===== src/rtl/vga_gen2.sv =====
// vga_gen2: parametrised VGA timing, video RAM fetch and pixel serialiser.
// Sync/de/frame_start ride a P = RD_LAT+2 stage pipeline so they line up with rgb.
module vga_gen2 #(
  parameter int   H_VIS    = 512,
  parameter int   H_FP     = 12,
  parameter int   H_SYNC   = 68,
  parameter int   H_BP     = 80,
  parameter int   V_VIS    = 768,
  parameter int   V_FP     = 3,
  parameter int   V_SYNC   = 6,
  parameter int   V_BP     = 29,
  parameter logic HS_POL   = 1'b0,
  parameter logic VS_POL   = 1'b0,
  parameter int   ADDR_W   = 13,
  parameter int   CHAR_H   = 12,
  parameter int   LINE_REP = 4,
  parameter int   RD_LAT   = 1
) (
  input  logic              clk,
  input  logic              reset,
  input  logic [1:0]        mode,
  input  logic [ADDR_W-1:0] base,
  input  logic [23:0]       palette,
  output logic              rd_en,
  output logic [ADDR_W-1:0] rd_addr,
  input  logic [7:0]        rd_data,
  output logic [5:0]        rgb,
  output logic              hsync,
  output logic              vsync,
  output logic              de,
  output logic              frame_start
);

  localparam int H_TOT   = H_VIS + H_FP + H_SYNC + H_BP;
  localparam int V_TOT   = V_VIS + V_FP + V_SYNC + V_BP;
  localparam int P       = RD_LAT + 2;
  localparam int HW      = $clog2(H_TOT);
  localparam int VW      = $clog2(V_TOT);
  localparam int SUB_MAX = (CHAR_H > LINE_REP) ? CHAR_H : LINE_REP;
  localparam int SW      = $clog2(SUB_MAX + 1);

  logic [HW-1:0]     hcnt;
  logic [VW-1:0]     vcnt;
  logic              h_last, v_last, active, hs_act, vs_act, latch, fetch;
  logic [1:0]        mode_sh;
  logic [ADDR_W-1:0] base_sh, row_base, col, stride;
  logic [SW-1:0]     sub, sub_lim;
  logic              text_m, gfx2;
  logic [RD_LAT-1:0] ld_sr;
  logic              load;
  logic [7:0]        shreg, ld_byte, src, shreg_nxt;
  logic [1:0]        idx;
  logic [5:0]        pix;
  logic [P-1:0]      de_p, hs_p, vs_p, fs_p;

  // Stand-in character generator: 64 codes x 16 rows, addressed {code, row}.
  function automatic logic [7:0] char_gen(input logic [5:0] code, input logic [3:0] row);
    char_gen = {code, 2'b00} ^ {4'h0, row};
  endfunction

  assign h_last = (32'(hcnt) == H_TOT - 1);
  assign v_last = (32'(vcnt) == V_TOT - 1);
  assign active = (32'(hcnt) < H_VIS) && (32'(vcnt) < V_VIS);
  assign hs_act = (32'(hcnt) >= H_VIS + H_FP) && (32'(hcnt) < H_VIS + H_FP + H_SYNC);
  assign vs_act = (32'(vcnt) >= V_VIS + V_FP) && (32'(vcnt) < V_VIS + V_FP + V_SYNC);
  assign latch  = (32'(vcnt) == V_VIS + V_FP) && (hcnt == '0);

  // Mode 11 falls into the 1bpp path: only 00 is text and only 10 is 2bpp.
  assign text_m  = (mode_sh == 2'b00);
  assign gfx2    = (mode_sh == 2'b10);
  assign fetch   = active && (gfx2 ? (hcnt[1:0] == 2'b00) : (hcnt[2:0] == 3'b000));
  assign stride  = gfx2 ? ADDR_W'(H_VIS / 4) : ADDR_W'(H_VIS / 8);
  assign sub_lim = text_m ? SW'(CHAR_H - 1) : SW'(LINE_REP - 1);
  assign load    = ld_sr[RD_LAT-1];

  always_ff @(posedge clk or negedge reset) begin
    if (!reset) begin
      hcnt <= '0;
      vcnt <= '0;
    end else if (h_last) begin
      hcnt <= '0;
      vcnt <= v_last ? '0 : vcnt + 1'b1;
    end else begin
      hcnt <= hcnt + 1'b1;
    end
  end

  always_ff @(posedge clk or negedge reset) begin
    if (!reset) begin
      mode_sh <= 2'b01;
      base_sh <= '0;
    end else if (latch) begin
      mode_sh <= mode;
      base_sh <= base;
    end
  end

  // row_base tracks base + row*stride incrementally; sub counts scanlines within a row.
  always_ff @(posedge clk or negedge reset) begin
    if (!reset) begin
      rd_en    <= 1'b0;
      rd_addr  <= '0;
      col      <= '0;
      sub      <= '0;
      row_base <= '0;
    end else begin
      rd_en <= fetch;
      if (fetch) begin
        rd_addr <= row_base + col;
        col     <= col + 1'b1;
      end
      if (h_last) begin
        col <= '0;
        if (v_last) begin
          sub      <= '0;
          row_base <= base_sh;
        end else if (sub == sub_lim) begin
          sub      <= '0;
          row_base <= row_base + stride;
        end else begin
          sub <= sub + 1'b1;
        end
      end
    end
  end

  always_ff @(posedge clk or negedge reset) begin
    if (!reset) begin
      ld_sr <= '0;
      de_p  <= '0;
      fs_p  <= '0;
      hs_p  <= {P{~HS_POL}};
      vs_p  <= {P{~VS_POL}};
    end else begin
      ld_sr <= RD_LAT'({ld_sr, rd_en});
      de_p  <= P'({de_p, active});
      fs_p  <= P'({fs_p, latch});
      hs_p  <= P'({hs_p, (hs_act ? HS_POL : ~HS_POL)});
      vs_p  <= P'({vs_p, (vs_act ? VS_POL : ~VS_POL)});
    end
  end

  // The first pixel of a byte comes straight from rd_data so rgb lands at exactly P.
  always_comb begin
    ld_byte = rd_data;
    if (text_m) begin
      ld_byte = char_gen(rd_data[5:0], 4'(sub)) ^ {8{rd_data[7]}};
      if (32'(sub) >= 12) ld_byte = 8'h00;
    end
    src       = load ? ld_byte : shreg;
    idx       = gfx2 ? src[7:6] : {1'b0, src[7]};
    shreg_nxt = gfx2 ? {src[5:0], 2'b00} : {src[6:0], 1'b0};
    case (idx)
      2'd0:    pix = palette[5:0];
      2'd1:    pix = palette[11:6];
      2'd2:    pix = palette[17:12];
      default: pix = palette[23:18];
    endcase
  end

  always_ff @(posedge clk or negedge reset) begin
    if (!reset) begin
      shreg <= '0;
      rgb   <= '0;
    end else begin
      shreg <= shreg_nxt;
      rgb   <= de_p[P-2] ? pix : 6'h00;
    end
  end

  assign de          = de_p[P-1];
  assign hsync       = hs_p[P-1];
  assign vsync       = vs_p[P-1];
  assign frame_start = fs_p[P-1];

endmodule


===== config.mk =====
export PLATFORM = sky130hd
export DESIGN_NAME = vga_gen2
export DESIGN_NICKNAME = d
export VERILOG_FILES = /design/src/rtl/vga_gen2.sv
export SDC_FILE = /design/constraint.sdc
export NUM_CORES = 1
export LEC_CHECK = 0
export BUFFER_PORTS_ARGS = -buffer_cell sky130_fd_sc_hd__buf_4
export CORE_ASPECT_RATIO = 0.5
export CORE_MARGIN = 2
export CORE_UTILIZATION = 41
export DETAILED_ROUTE_END_ITERATION = 12
export GPL_TIMING_DRIVEN = 0
export PLACE_DENSITY = 0.7
export RECOVER_POWER = 50
export SLEW_MARGIN = 10
export SYNTH_ARGS = -nofsm -noshare
export SYNTH_HDL_FRONTEND = slang
export SYNTH_SLANG_ARGS = --single-unit

===== constraint.sdc =====
create_clock -name clk -period 5.5 [get_ports clk]
set_input_delay 0.55 -clock clk [delete_from_list [all_inputs] [get_ports clk]]
set_output_delay 0.55 -clock clk [all_outputs]
set_load 0.01 [all_outputs]

==> summary.md, run 1 <==
| Metric | Value |
|---|---|
| Layout cells sized above 1 | 0.210 |
| Max Cap Viol | 1 |
| Input/output buffers | a little over 70 |
| Post-synthesis mux area share | 0.0635 |
| Max VDD drop | 0.136 mV |
| Critical path's largest stage delay | approximately 0.57 ns |
| RSZ-0062 raised after global routing | no |
| Via density | roughly 5.4 |
| Setup CP Type | flip-flop to flip-flop |
| Critical Path RT | 5.73 ns |
| Die Footprint | 14500 um^2 |
| Clock slew at reported path FFs | 0.07 ns |
| First DRT Iteration DRCs | about 330 |
| Min cycle time layout | ~2.7 ns |
| Ports | 73 |
| H-tree level count | 3 |
| Post-synth top cells | 98 x dfrtp_1, 69 x nand2_1, 36 x o21ai_0 |
| Post-synth top area cell | dfrtp_1 |
| Int Pwr | 1210 uW |
| Met3 Use GR | 0.0434 |
| Syn_area_per_cell | 10.1 um^2 |
| Non-Filler Instances | just over 800 |
| DP HPWL | just under 9000 um |
| Met1 Track Usage GR | 0.250 |
| Leakage power | roughly 0.0031 uW |
| Wire per inst | around 15 um |
| Grt ovf | 0 |
| Core box area | between 10000 and 15000 um^2 |
| Via count | approximately 4300 |
| Synth unique cells | between 60 and 70 |
| First-pass GRT wire length | around 21000 um |
| Detailed-router iteration count before antenna repair | 5 |
| Cell with the most instances after synthesis | dfrtp_1 |
| TritonCTS Buffers | 9 |
| Final period util | 0.493 |
| Initial Utilization | 0.429 |
| Residual DRC | 0 |
| Failing checks | capacitance limit, slew limit |
| Pwr/cell area | approximately 230 nW/um^2 |
| Final slew viol count | 106 |
| Slew @ Worst Pin | roughly 2.6 ns |
| Global-route met2 utilization | 0.285 |
| Largest family of logic cells by synthesized area | simple AND/OR/NAND/NOR gates |
| Max-slew headroom | -0.741 |
| Design Power | 1540 uW |
| Status | complete, but fails checks |
| Gate power share | 0.045 |
| Final Hold Fails | 0 |
| Switching Share | 0.212 |
| Peak Freq | between 300 and 400 MHz |
| ANT nets after route | 0 |
| Worst Path Max Fanout | 11 |
| Row count | 29 |
| WL final | around 12000 um |
| Final count of negative-setup-slack endpoints | 0 |
| Synth warn | 0 |
| Hold-fix buffers, CTS | 0 |
| Post-synthesis xor/xnor area fraction | 0.0617 |
| CP Cell Sequence | nand2b_1, clkbuf_2, inv_1, buf_1, ha_1, a21oi_1, nor2_1, a31o_2, a21oi_1, a21oi_1 |
| Fill count | ~1200 |
| Antenna cell count | 0 |
| Post-Syn Instances | approximately 550 |
| Die width | 168 um |
| Worst setup EP type | flip-flop |
| WHS | 0.350 ns |
| Worst-Skew Late Latency | 0.35 ns |
| Die extent in y | 86.2 um |
| Gpl congestion | 0.822 |
| Post-CTS Resized | 0 |
| Most used cell, CP | a21oi_1 |
| Post-Synth Adder-Cell Area | 0.0547 |
| Post-Syn Nets | 623 |
| #FFs+latches synth | 105 |
| Simple-gate portion of the synthesized area | 0.179 |
| Sink Count | 105 |
| Final #Nets | slightly above 700 |
| Seq pwr share | 0.505 |
| Synthesized cell area | approximately 5500 um^2 |
| Part of the power in the clock network | 0.450 |
| Worst hold path type | flip-flop to flip-flop |
| Arr. time, crit path | between 2 and 3 ns |
| Fin Setup TNS | 0 ns |
| Dpl ws | approximately 2.8 ns |
| Tot GR Track Use | 0.179 |
| Antenna violations before repair | 0 |
| Largest net degree at the start of global routing | approximately 110 |
| Placed Cells | about 790 |
| Number of global-route vias before repair | roughly 4300 |
| Synth top area share | 0.443 |
| CP Launch Type | flip-flop |
| CTS tree | yes |
| P_sw | around 330 uW |
| Ranking of synthesized cells by area | dfrtp_1 44%, ha_1 4.7%, nand2_1 4.7%, xor2_1 3.5%, mux2_2 3.5% |
| Clock root buffer | clkbuf_16 |
| Post-CTS Setup Inserts | 0 |
| Top FF cell, synth | dfrtp_1 |
| Area delta synth->final | 19.2% |
| Post-route setup slack | 2.79 ns |
| GRT Max-Usage Layer | met2 |
| Synth Area in Compound Gates | 0.131 |
| Slowest CP cell | buf_1 |
| Asr flop ratio synth | 1.00 |
| Worst-case clock buffer depth | 2 |
| Register area share after synthesis | 0.476 |
| Clock Skews | 0.00544 ns |
| Post-synth EDFFs | 0 |
worst max-delay path, delay by kind of cell, from the launching register on:
| family | cells | cell delay [ns] |
|---|---|---|
| AO/OA/AOI/OAI | 4 | 0.58 |
| flip-flops | 1 | 0.40 |
| adder cells (fa/ha/maj) | 1 | 0.35 |
| buffers and inverters | 3 | 1.03 |
| AND/OR/NAND/NOR | 2 | 0.23 |
per-stage QoR:
| step | utilization | cell area, um^2 |
|---|---|---|
| 6_report | 0.511 | 6600 |
| 3_3_place_gp | 0.487 | 6290 |
| 5_1_grt | 0.511 | 6600 |
| 3_5_place_dp | 0.487 | 6290 |
| 4_1_cts | 0.512 | 6610 |
| 2_1_floorplan | - | 5540 |
kinds of logic (layout without fill, tap and decap cells):
group,count (synthesis),count (layout)
AO/OA/AOI/OAI,111,111
XOR/XNOR,39,39
adder cells (fa/ha/maj),23,23
buffers and inverters,45,132
flip-flops,105,105
multiplexers,33,33
AND/OR/NAND/NOR,195,195
power by group through the flow:
stage,clock (uW),combinational (uW),sequential [uW]
CTS,710,70.7,776
detailed placement,0,70.5,791
finish,692,68.4,777
global route,742,77.0,777
global placement,0,69.4,791
floorplan,0,17.8,793
layout make-up:
| type | count | area [um^2] | area share |
|---|---|---|---|
| clock buffer | 9 | 225 | 0.0341 |
| sequential | 105 | 2640 | 0.399 |
| tap | 170 | 213 | 0.0322 |
| multi-input combinational | 401 | 2720 | 0.411 |
| timing repair buffer | 71 | 531 | 0.0803 |
| inverter | 21 | 78.8 | 0.0119 |
| clock inverter | 7 | 93.8 | 0.0142 |
| buffer | 24 | 110 | 0.0167 |
cells in the final DEF, fill, tap and decap left out, types with 15 or more instances in the layout:
master	netlist	layout
dfrtp_1	98	98
buf_4	1	71
nand2_1	69	69
o21ai_0	36	36
nor2_1	33	33
xor2_1	22	22
inv_1	21	21
ha_1	21	21
a21oi_1	18	18
xnor2_1	17	17
mux2_2	17	17
nand4_1	17	17
mux2i_1	16	16
nand3_1	15	15
final timing paths:
path                            start      endpoint  slack [ns]  cells after the start
max                        mode_sh[0]  row_base[11]        2.79                     10
min                           fs_p[1]       fs_p[2]        0.35                      0
min in group asynchronous       reset    rd_addr[5]        0.96                      1
max reg2reg                mode_sh[0]  row_base[11]        2.79                     10
min reg2reg                   fs_p[1]       fs_p[2]        0.35                      0
max in group asynchronous       reset       vcnt[1]        2.96                      1
sequential cells by signal, indices dropped and copies added (netlist names):
| signal | flops |
|---|---|
| base_sh | 13 |
| col | 13 |
| de_p | 3 |
| fs_p | 3 |
| hcnt | 10 |
| hs_p | 3 |
| ld_sr | 1 |
| mode_sh | 2 |
| rd_addr | 13 |
| rd_en | 1 |
| rgb | 6 |
| row_base | 13 |
| shreg | 7 |
| sub | 4 |
| vcnt | 10 |
| vs_p | 3 |
metal layers:
layer,vias to the layer above,part of all wire
met2,114,0.43
met1,2084,0.50
met5,-,0
met4,0,0.012
met3,15,0.057
li1,2117,-
(Power assumes the default switching activity.)
==> run 2: changes to the inputs <==
clock period = 2.6 ns   (was 5.5 ns; I/O delays follow)
==> run 2 against run 1 <==
Compared with the run above:
- the flow still finishes with violations (capacitance limit, slew limit)
- critical path depth stayed put
- clock-buffer cell count stayed put
- cell count is 0.50% higher
- die area stayed put
- register-to-register slack worse by 2.7 ns
- sequential share of layout area is 0.32 points lower
- via count is 0.62% higher
- critical path type unchanged
==> summary.md, run 2 (synthesis results as in run 1) <==
| Metric | Value |
|---|---|
| Status | complete, but fails checks |
| Failing checks | capacitance limit, slew limit |
| First-pass GRT wire length | 20700 um |
| Setup CP Type | flip-flop to flip-flop |
| Worst hold path type | primary input to flip-flop |
| FF-to-FF End | row_base[12] |
| Via density | 5.37 |
| Ports | between 70 and 80 |
| Die extent in y | approximately 86 um |
| Most used cell, CP | a21oi_1 |
| FF-to-FF Start | mode_sh[0] |
| TritonCTS Buffers | 9 |
| Input/output buffers | 71 |
| Non-Filler Instances | around 810 |
| Pwr/cell area | 489 nW/um^2 |
| Fill count | 1188 |
| Hold Crit Start | base[7] |
| WL final | around 12000 um |
| Core box area | roughly 13000 um^2 |
| Slew @ Worst Pin | between 2 and 2.5 ns |
| Worst Path Max Fanout | 11 |
| Worst setup EP type | flip-flop |
| Placed cell area | between 6000 and 7000 um^2 |
| Max-slew headroom | -0.567 |
| Min-Delay Path Depth | 2 |
| Gpl congestion | slightly above 0.8 |
| WHS Endpoint | base_sh[7] |
| Peak Freq | 400 MHz |
| R2r setup slk | between 0.1 and 0.15 ns |
| Final Hold Fails | 0 |
| Placed Cells | between 700 and 800 |
| CP Cell Sequence | nand2b_1, clkbuf_2, clkinvlp_4, buf_4, fa_1, and3_1, nand3_1, nand2_1, a21oi_1, a21oi_1 |
| Residual DRC | 0 |
| Detailed-router iteration count before antenna repair | 5 |
| Final slew viol count | between 100 and 150 |
| Max VDD drop | between 0.2 and 0.3 mV |
| Max Cap Viol | 1 |
| Clock Skews | about 0.005 ns |
| Post-route setup slack | about 0.10 ns |
| Arr. time, crit path | 2.73 ns |
| Final period util | 0.961 |
| Area delta synth->final | 20.1% |
| Antenna cell count | 0 |
| Worst-case clock buffer depth | 2 |
| Initial Utilization | 0.429 |
| Min cycle time layout | approximately 2.5 ns |
| Row count | 29 |
| Clock slew at reported path FFs | roughly 0.070 ns |
| ANT nets after route | 0 |
| CP top delay family | buffers and inverters |
| Via count | about 4400 |
| Critical Path RT | ~2.8 ns |
| Dpl ws | -0.0976 ns |
| Most common cell after layout, fill and taps aside | dfrtp_1 |
| Critical path's largest stage delay | ~0.59 ns |
| Fin Setup TNS | 0 ns |
| Final count of negative-setup-slack endpoints | 0 |
| Hold-fix buffers, CTS | 0 |
| Wire per inst | roughly 15 um |
| CTS tree | yes |
| Grt ovf | 0 |
| Area of all placed cells without fillers | between 6000 and 7000 um^2 |
| First DRT Iteration DRCs | around 340 |
| CP bufs+invs | 3 |
| Worst r2r path cells | 10 |
| Number of global-route vias before repair | 4292 |
| Tot GR Track Use | 0.179 |
| Commonest cells after routing, fill and taps aside | 98 x dfrtp_1, 76 x buf_4, 69 x nand2_1 |
| Die Footprint | approximately 15000 um^2 |
| Setup crit start | mode_sh[0] |
| Final #Nets | a little over 700 |
| Die width | 168 um |
| Worst-Skew Late Latency | ~0.34 ns |
| Leakage power | 0.00314 uW |
| Sink Count | roughly 110 |
| Largest net degree at the start of global routing | about 110 |
| Clock root buffer | clkbuf_16 |
| Slowest CP cell | dfstp_2 |
| Antenna violations before repair | 0 |
| H-tree level count | 3 |
| DP HPWL | roughly 8900 um |
| Layout cells sized above 1 | 0.220 |
| CP Launch Type | flip-flop |
run 2: changes by cell type in the layout (fill, tap and decap cells not counted):
| cell | change |
|---|---|
| buf_2 | +1 |
| clkinvlp_4 | +1 |
| o2111ai_2 | +1 |
| o2111ai_1 | -1 |
| o211ai_2 | -1 |
| buf_4 | +5 |
| buf_1 | -1 |
| clkbuf_2 | -1 |
| o211ai_4 | +1 |
| inv_1 | -1 |
run 2: cell type report:
cell class | count | area, um^2 | share of cell area
timing repair buffer | 75 | 561 | 0.0842
clock buffer | 9 | 225 | 0.0338
tap | 170 | 213 | 0.0320
multi-input combinational | 401 | 2730 | 0.410
buffer | 24 | 114 | 0.0171
clock inverter | 7 | 93.8 | 0.0141
sequential | 105 | 2640 | 0.396
inverter | 21 | 82.6 | 0.0124
run 2: per-layer routing:
metal | track usage | up-vias | part of all wire
met3 | 0.0434 | 15 | 0.053
met1 | 0.249 | 2108 | 0.50
met5 | 0 | - | 0
met4 | 0.0470 | 0 | 0.012
met2 | 0.285 | 105 | 0.44
li1 | - | 2129 | -
run 2: worst max path at each step:
| stage | end | slack, ns | cells past startpoint |
|---|---|---|---|
| after detailed placement | row_base[11] | -0.1 | 10 |
| final | row_base[12] | 0.10 | 10 |
| after floorplan | row_base[11] | 0.38 | 10 |
| after global placement | row_base[11] | -0.08 | 10 |
| after global routing | row_base[12] | -0.01 | 10 |
| after CTS | rd_addr[10] | 0.08 | 9 |
run 2: metrics by stage:
step	hold WS [ns]	utilization	power, uW
2_1_floorplan	-0.0356	-	1720
3_3_place_gp	0.333	0.487	1820
3_5_place_dp	0.335	0.487	1820
4_1_cts	0.0802	0.512	3290
5_1_grt	0.128	0.515	3380
6_report	0.144	0.515	3250
run 2: repair_timing:
item                                    4_1_cts  5_1_grt
pin swaps                                     1        1
gates cloned                                  0        0
gates resized for setup                       1        5
endpoints found under the setup margin        6        5
setup buffers                                 0        4
endpoints found under the hold margin         0        0
run 2: power breakdown:
part           leakage (uW)  total [uW]  internal, uW  switching, uW
logic               0.00162         145          75.5           69.5
registers           0.00136        1640          1640           2.19
clock network      0.000157        1470           846            620
total               0.00314        3250          2560            692
==> run 3: changes to the inputs <==
ABC_AREA = 1   (was unset)
==> run 3 against run 2 <==
Compared with the run above:
- the run still ends with capacitance limit, slew limit left
- power shrank 4.4%
- core utilization shrank 1.5 points
- largest power group unchanged
- fmax grew 9.3%
- synthesized cell count grew 32%
- global-route usage grew 0.58 points
- area after synthesis grew 4.3%
- die area grew 4.2%
- design area grew 2.7%
- routed wire length grew 4.4%
- cell count grew 24%
- hold slack lost 0.039 ns
- highest routed layer unchanged
- clock skew grew 0.0066 ns
==> summary.md, run 3 <==
| Metric | Value |
|---|---|
| Status | complete, but fails checks |
| Failing checks | capacitance limit, slew limit |
| Initial Utilization | 0.423 |
| Worst hold path type | primary input to flip-flop |
| TritonCTS Buffers | 9 |
| Worst-Skew Late Latency | 0.35 ns |
| Critical Path RT | around 2.8 ns |
| Synth unique cells | 45 |
| Post-Syn Nets | 801 |
| Top FF cell, synth | dfrtp_1 |
| H-tree level count | 3 |
| Int Pwr | approximately 2400 uW |
| Sink Count | 105 |
| Clock root buffer | clkbuf_16 |
| Via count | 5023 |
| Slew @ Worst Pin | 2.36 ns |
| Arr. time, crit path | 2.53 ns |
| Post-route setup slack | between 0.3 and 0.4 ns |
| Wire per inst | approximately 13 um |
| Grt ovf | 0 |
| Final Hold Fails | 0 |
| Area of all placed cells without fillers | approximately 7000 um^2 |
| Post-Syn Instances | 729 |
| Post-synth top cells | 195 x nand2_1, 98 x dfrtp_1, 75 x inv_1 |
| Placed cell area | 6560 um^2 |
| Part of the power in the clock network | 0.426 |
| Gate power share | 0.046 |
| DP HPWL | 9540 um |
| Peak Freq | between 400 and 500 MHz |
| First DRT Iteration DRCs | ~430 |
| R2r setup slk | between 0.3 and 0.4 ns |
| Residual DRC | 0 |
| Row count | 30 |
| Hold-fix buffers, CTS | 0 |
| Register area | about 2600 um^2 |
| Switching Share | 0.230 |
| Register area share after synthesis | 0.456 |
| Number of global-route vias before repair | about 4700 |
| Synthesized cell area | around 5800 um^2 |
| #FFs+latches synth | around 110 |
| Fill count | 1351 |
| Tot GR Track Use | 0.185 |
| Die extent in y | just under 90 um |
| Most common cell after layout, fill and taps aside | nand2_1 |
| Post-CTS Setup Inserts | 0 |
| Commonest cells after routing, fill and taps aside | 195 x nand2_1, 98 x dfrtp_1, 76 x inv_1 |
| Core box area | 13700 um^2 |
| Detailed-router iteration count before antenna repair | 5 |
| Final count of negative-setup-slack endpoints | 0 |
| Post-synth EDFFs | 0 |
| Final slew viol count | roughly 110 |
| Ports | 73 |
| Clock slew at reported path FFs | ~0.07 ns |
| Post-CTS Resized | 0 |
| P_sw | around 710 uW |
| Die width | 172 um |
| Worst setup EP type | flip-flop |
| Antenna violations before repair | 0 |
| Max Cap Viol | 1 |
| Final period util | 0.880 |
| Min cycle time layout | roughly 2.3 ns |
| Area occupied by multi-input gates | roughly 2700 um^2 |
| Pwr/cell area | between 400 and 500 nW/um^2 |
| ANT nets after route | 0 |
| Worst Path Max Fanout | 10 |
| Setup CP Type | flip-flop to flip-flop |
| Final #Nets | approximately 880 |
| Largest net degree at the start of global routing | around 110 |
| Ranking of synthesized cells by area | dfrtp_1 42%, nand2_1 13%, inv_1 4.9%, ha_1 4.5%, nor2_1 4.5% |
| Die Footprint | approximately 15000 um^2 |
| Leakage power | approximately 0.0034 uW |
| Clock Skews | 0.0115 ns |
| Fin Setup TNS | 0 ns |
| WL final | 13000 um |
| Input/output buffers | 71 |
| Post-synth top area cell | dfrtp_1 |
| Cell with the most instances after synthesis | nand2_1 |
| Synth warn | 0 |
| Asr flop ratio synth | 1.00 |
| Layout cells sized above 1 | 0.176 |
| CTS tree | yes |
| RSZ-0062 raised after global routing | no |
| Synth top area share | 0.424 |
| Seq pwr share | 0.528 |
| Area delta synth->final | 18.3% |
| Gpl congestion | ~0.89 |
| First-pass GRT wire length | between 20000 and 25000 um |
| Antenna cell count | 0 |
| CP Launch Type | flip-flop |
| Worst-case clock buffer depth | 2 |
| Max VDD drop | approximately 0.28 mV |
| Syn_area_per_cell | slightly below 8 um^2 |
| Max-slew headroom | -0.571 |
| Via density | approximately 5.0 |
| Dpl ws | between 0.3 and 0.4 ns |
-- run 3: cell types whose count changed after synthesis, sizes merged, moves of 7 or more --
cell	change
nand2	+131
inv	+63
nor2	+42
nand3	+31
o21ai	+24
mux2	-17
mux2i	-16
clkbuf	-12
a21oi	+11
nand2b	-11
xor2	-10
and3	-8
o31ai	-7
xnor2	-7
-- run 3: layer usage --
| metal | GRT usage | vias to the layer above | share of wire |
|---|---|---|---|
| met4 | 0.0550 | 0 | 0.012 |
| met5 | 0 | - | 0 |
| met3 | 0.0438 | 15 | 0.058 |
| li1 | - | 2544 | - |
| met1 | 0.261 | 2331 | 0.50 |
| met2 | 0.286 | 133 | 0.43 |
-- run 3: cell families (layout without fill, tap and decap cells) --
logic type	after synthesis	in the layout	share of synthesized area
DFF	105	105	0.456
xor gates and xnor gates	22	22	0.0333
buffers and inverters	100	187	0.0717
adders and majority gates	23	23	0.0524
AOI/OAI and AO/OA	112	112	0.110
and+or+nand+nor	367	367	0.276
-- run 3: layout make-up --
class / instances / share of cell area
clock buffer: 10 / 0.0350
buffer: 14 / 0.0132
clock inverter: 6 / 0.00750
sequential: 105 / 0.386
inverter: 86 / 0.0474
multi-input combinational: 524 / 0.399
timing repair buffer: 71 / 0.0770
tap: 192 / 0.0351
-- run 3: power by group through the flow --
stage	sequential [uW]	combinational, uW	clock (uW)
2_1_floorplan	1680	34.4	0
3_3_place_gp	1670	145	0
3_5_place_dp	1670	146	0
4_1_cts	1640	147	1370
5_1_grt	1640	161	1440
6_report	1640	142	1330
-- run 3: worst max-delay path, cell delays in order, from the launching register on --
cell	delay (ns)
dfstp_2	0.55
inv_2	0.04
nand2_1	0.14
clkinv_1	0.30
fa_1	0.53
nand2_1	0.10
nor2_1	0.06
nand3_1	0.08
xor2_1	0.15
nand2_1	0.07
o211ai_1	0.09
nand2_1	0.07
-- run 3: path summary, 6_finish.rpt --
| kind | startpoint | to | depth (start not counted) |
|---|---|---|---|
| max | mode_sh[0] | row_base[12] | 11 |
| min | base[12] | base_sh[12] | 3 |
| max reg2reg | mode_sh[0] | row_base[12] | 11 |
| min reg2reg | fs_p[1] | fs_p[2] | 0 |
| max in group asynchronous | reset | vcnt[6] | 1 |
| min in group asynchronous | reset | row_base[5] | 1 |
-- run 3: per-stage QoR --
step                total power, uW  hold WS [ns]  cells  utilization
CTS                            3160        0.0691   1008        0.501
floorplan                      1710       -0.0356    729            -
finish                         3110         0.104   1008        0.500
detailed placement             1820         0.335    992        0.480
global placement               1820         0.332    992        0.480
global route                   3240         0.109   1008        0.500
